### src/rtl/if_fetch_unit.sv
// Instruction fetch stage: owns the PC, issues one read per cycle to a
// 1-cycle-latency instruction RAM and buffers returned words for decode.
module if_fetch_unit #(
    parameter int unsigned            DATA_WIDTH = 32,
    parameter int unsigned            ADDR_WIDTH = 32,
    parameter logic [ADDR_WIDTH-1:0]  RESET_PC   = '0,
    parameter int unsigned            FIFO_DEPTH = 3
) (
    input  logic                  clk,
    input  logic                  rst,
    output logic                  o_imem_en,
    output logic [ADDR_WIDTH-1:0] o_imem_addr,
    input  logic [DATA_WIDTH-1:0] i_imem_rdata,
    input  logic                  i_redirect_valid,
    input  logic [ADDR_WIDTH-1:0] i_redirect_pc,
    output logic                  o_inst_valid,
    output logic [DATA_WIDTH-1:0] o_inst,
    output logic [ADDR_WIDTH-1:0] o_inst_pc,
    input  logic                  i_inst_ready
);

    localparam int unsigned PW = (FIFO_DEPTH > 1) ? $clog2(FIFO_DEPTH) : 1;
    localparam int unsigned CW = $clog2(FIFO_DEPTH + 1);
    localparam logic [CW:0] DEPTH_C = (CW + 1)'(FIFO_DEPTH);

    typedef logic [PW-1:0] ptr_t;
    typedef logic [CW-1:0] cnt_t;

    typedef struct packed {
        logic [DATA_WIDTH-1:0] inst;
        logic [ADDR_WIDTH-1:0] pc;
    } entry_t;

    entry_t                fifo_q [FIFO_DEPTH];
    entry_t                fifo_d [FIFO_DEPTH];
    logic [ADDR_WIDTH-1:0] pc_q, pc_d;
    logic [ADDR_WIDTH-1:0] req_pc_q, req_pc_d;
    logic                  inflight_q, inflight_d;
    ptr_t                  rd_ptr_q, rd_ptr_d;
    ptr_t                  wr_ptr_q, wr_ptr_d;
    cnt_t                  count_q, count_d;

    logic                  issue;
    logic                  push;
    logic                  pop;
    logic [CW:0]           occupancy;

    function automatic ptr_t ptr_inc(input ptr_t p);
        return (p == ptr_t'(FIFO_DEPTH - 1)) ? '0 : p + 1'b1;
    endfunction

    // Slots are reserved for the in-flight word, so issue never overflows.
    always_comb begin
        occupancy    = {1'b0, count_q} + {{CW{1'b0}}, inflight_q};
        issue        = !rst && !i_redirect_valid && (occupancy < DEPTH_C);
        o_inst_valid = (count_q != '0) && !i_redirect_valid;
        pop          = o_inst_valid && i_inst_ready;
        push         = inflight_q && !i_redirect_valid;
    end

    assign o_imem_en   = issue;
    assign o_imem_addr = pc_q;
    assign o_inst      = fifo_q[rd_ptr_q].inst;
    assign o_inst_pc   = fifo_q[rd_ptr_q].pc;

    always_comb begin
        fifo_d     = fifo_q;
        pc_d       = pc_q;
        req_pc_d   = req_pc_q;
        inflight_d = 1'b0;
        rd_ptr_d   = rd_ptr_q;
        wr_ptr_d   = wr_ptr_q;
        count_d    = count_q;
        if (i_redirect_valid) begin
            pc_d     = i_redirect_pc & ~ADDR_WIDTH'(3);
            rd_ptr_d = '0;
            wr_ptr_d = '0;
            count_d  = '0;
        end else begin
            if (issue) begin
                pc_d       = pc_q + ADDR_WIDTH'(4);
                req_pc_d   = pc_q;
                inflight_d = 1'b1;
            end
            if (push) begin
                fifo_d[wr_ptr_q].inst = i_imem_rdata;
                fifo_d[wr_ptr_q].pc   = req_pc_q;
                wr_ptr_d              = ptr_inc(wr_ptr_q);
            end
            if (pop) begin
                rd_ptr_d = ptr_inc(rd_ptr_q);
            end
            if (push && !pop) begin
                count_d = count_q + 1'b1;
            end else if (pop && !push) begin
                count_d = count_q - 1'b1;
            end
        end
    end

    always_ff @(posedge clk) begin
        if (rst) begin
            pc_q       <= RESET_PC;
            req_pc_q   <= RESET_PC;
            inflight_q <= 1'b0;
            rd_ptr_q   <= '0;
            wr_ptr_q   <= '0;
            count_q    <= '0;
        end else begin
            pc_q       <= pc_d;
            req_pc_q   <= req_pc_d;
            inflight_q <= inflight_d;
            rd_ptr_q   <= rd_ptr_d;
            wr_ptr_q   <= wr_ptr_d;
            count_q    <= count_d;
        end
    end

    always_ff @(posedge clk) begin
        fifo_q <= fifo_d;
    end

endmodule
### config.mk
export PLATFORM = sky130hd
export DESIGN_NAME = if_fetch_unit
export DESIGN_NICKNAME = d
export VERILOG_FILES = /design/src/rtl/if_fetch_unit.sv
export SDC_FILE = /design/constraint.sdc
export NUM_CORES = 1
export LEC_CHECK = 0
export ABC_AREA = 1
export BUFFER_PORTS_ARGS = -buffer_cell sky130_fd_sc_hd__buf_4
export CAP_MARGIN = 40
export CELL_PAD_IN_SITES_DETAIL_PLACEMENT = 0
export CELL_PAD_IN_SITES_GLOBAL_PLACEMENT = 1
export CORE_UTILIZATION = 37
export CTS_CLUSTER_DIAMETER = 50
export DETAILED_ROUTE_END_ITERATION = 16
export GPL_TIMING_DRIVEN = 0
export PLACE_DENSITY_LB_ADDON = 0.1
export SYNTH_ARGS = -nofsm -noshare
export SYNTH_HDL_FRONTEND = slang
export SYNTH_SLANG_ARGS = --single-unit
### constraint.sdc
create_clock -name clk -period 8.65 [get_ports clk]
set_clock_uncertainty 0.2 [all_clocks]
set_input_delay 2.1625 -clock clk [delete_from_list [all_inputs] [get_ports clk]]
set_output_delay 2.1625 -clock clk [all_outputs]
set_load 0.05 [all_outputs]
==> impl_metrics.toml <==
[synthesis]
netlist_area_sq_um = 10600
ys.flop_type = "edfxtp_1"
synthTopCellsByArea = "edfxtp_1 53%, dfxtp_1 13%, nand2_1 9.0%, nor2_1 5.3%, a22oi_1 4.2%"
yosysMostFrequentCell = "nand2_1"
yosysTopAreaCell = "edfxtp_1"
syn_avg_cell_area_sq_um = 10.1
synth_cell_type_count = 33
synth-edff-count = 186
ys_ff_latch = 253
synth-seq-area-share = 0.653
synthCells = 1055
ys_warn_count = 0
synth.top_cells.by_count = "255 x nand2_1, 186 x edfxtp_1, 151 x nor2_1, 97 x inv_1, 67 x dfxtp_1"
synth_top_area_share = 0.526
async_flop_share = 0

[min_path]
worstHoldPathCells = 2
hold_path_class = "reg2reg"
hold_end = "rd_ptr_q[0]"
min_from = "rd_ptr_q[0]"

[global_routing]
grt-ovfl-total = 0
antenna_found_initial = 0
grt_use_total = 0.188
grt_pass1_vias = 7689
grt_max_degree = 27
grt_pass1_wl_microns = 42200

[floorplanning]
fp.dieArea_sq_um = 29400
initial_utilization = 0.379
die_y_microns = 171
pin_count = 166
core-area_sq_um = 28000
core.rowCount = 61
die_w_microns = 171

[clocking]
cts.path.max_buffers = 3
cts-root-buf = "clkbuf_16"
postCtsResizedCells = 0
clk_latency_ps = 550
cts_tree = "built"
cts.clk_slew.worst_paths_ps = 60
cts_hold_buf = 0
post_cts_buffers = 0
cts.sinks = 253
cts_buffers = 30
htreeDepth = 1

[timing]
fmax_mhz = 178
timing.final.crit_share = 0.651
period_minus_slack_ps = 5630
drv_slew = 0
fin_setup_tns_ps = 0
hold_violations = 0
finalSetupViolations = 0
tightestPinTransition_ps = 866
rsz0062_at_grt = "false"
relSlewSlack = 0.421

[power_and_ir_drop]
power_mw = 2.82
p_per_area_nw_per_um2 = 210
ir_drop_uv = 141
leakagePower_nw = 5.19

[worst_setup_path]
crit_type = "in2out"
endpoint_kind = "output port"
reg2regPathDepth = 5
crit_fanout = 10
r2r-end = "fifo_q[45]"
critPathTopFamily = "buffers and inverters"
critPathBufInv = 4
r2r_start = "wr_ptr_q[1]"
ff2ff_setup_slack_ps = 6190
crit_arrival_ps = 3260
startpoint_type = "input port"
crit_chain = "buf_6 -> inv_1 -> nand2_1 -> nor2_1 -> buf_2 -> buf_4"
required_ps = 6290
critPathMaxStageDelay_ps = 290
crit_slowest_cell = "buf_2"

[cells_and_area]
synthToLayoutAreaGrowth_pct = 26.5
drive_gt1_frac = 0.192
num_antenna_cells = 0
finalNetCount = 1326
final_util = 0.479

[placed_design]
place_congestion = 0.784
dp_hpwl_microns = 18900
placement.io_buffers = 158

[drt]
drt_first_pass_iters = 4
post_drt_wl_per_cell_microns = 16.4
drc = 0
ant_nets = 0
first_iter_violations = 434
via_count = 7809
wl_microns = 27200
vias_per_cell = 4.72

[outcome]
status = "finished clean"

[run]
cap_viol_max_count = 0
==> worst reg2reg max path, cell delays in order (launching register included) <==
cell and delay (ps):
dfxtp_1 380, nand2_1 140, clkbuf_1 330, nor2_4 610
buf_16 260, buf_12 220
==> sequential cells by signal, indices dropped and copies added, names as in the netlist <==
| name | flops |
|---|---|
| o_imem_addr | 30 |
| fifo_q | 186 |
| inflight_q | 1 |
| req_pc_q | 30 |
| rd_ptr_q | 2 |
| count_q | 2 |
| wr_ptr_q | 2 |
==> report_power, final <==
part           switching, mW  internal, mW
combinational          0.175        0.0837
clock                  0.496         0.718
sequential            0.0217          1.33
==> metal layers <==
layer	part of all wire	up-vias	track usage
met5	0	-	0
met4	0.014	0	0.0384
met3	0.050	31	0.0272
met2	0.48	193	0.324
met1	0.46	3615	0.251
li1	-	3970	-
==> area by class of cell <==
cell class              instances  area [sq um]
plain buffers                  52           255
clock buffers                  41           885
clock inverters                15          91.3
fillers                      2672         14600
inverters                      98           368
multi-input cells             655          3100
flip-flops and latches        253          6930
well taps                     378           473
repair buffers                164          1330
==> worst max-delay path by stage <==
stage | to | slack [ps] | from | cells past startpoint
finish | o_imem_en | 3020 | i_redirect_valid | 6
global route | o_imem_en | 2910 | i_redirect_valid | 6
CTS | o_imem_en | 3020 | i_redirect_valid | 6
detailed placement | o_imem_en | 3030 | i_redirect_valid | 6
global placement | fifo_q[40] | 750 | i_redirect_valid | 4
floorplan | fifo_q[100] | 2800 | i_redirect_valid | 4
==> kinds of logic (layout without fill, tap and decap cells) <==
family | Yosys count | after routing | share of synthesized area
other cells | 1 | 4 | 0.000353
fa+ha+maj | 4 | 4 | 0.00471
xor+xnor | 5 | 5 | 0.00413
simple gates | 478 | 478 | 0.184
flops | 253 | 253 | 0.653
compound gates | 164 | 164 | 0.0955
buf+inv | 150 | 370 | 0.0587
==> cells in the final DEF (no fill, tap or decap), types with 2 or more instances in the layout <==
master     instances
edfxtp_1         186
o21ai_0           43
xnor2_1            2
buf_4            162
nand3_1           45
buf_16             3
a211oi_1          12
clkbuf_16         32
nor3_1             2
buf_12             3
clkinv_2           6
dfxtp_1           67
buf_6              5
a21oi_1           39
nand2_1          255
xor2_1             3
conb_1             4
a22oi_1           59
nor2_1           148
inv_6              4
o21ai_1            2
nand3b_1           2
clkinv_1           3
nor2_4             7
clkbuf_8           5
and2_1             2
clkbuf_1          41
inv_1             97
nand2_2            2
buf_2              6
o211ai_1           2
nor2_2             4
ha_1               4
nand4_1            8
a31oi_1            6
==> through the flow <==
step / cells / setup slack, ps / hold WS, ps / area [sq um]
6_report: 1656 / 3020 / 284 / 13400
5_1_grt: 1656 / 2910 / 307 / 13400
4_1_cts: 1656 / 3020 / 287 / 13400
3_5_place_dp: 1600 / 3030 / 279 / 12500
3_3_place_gp: 1594 / 749 / 274 / 12300
2_1_floorplan: 1058 / 2800 / 257 / 10600
(Power assumes the default switching activity.)
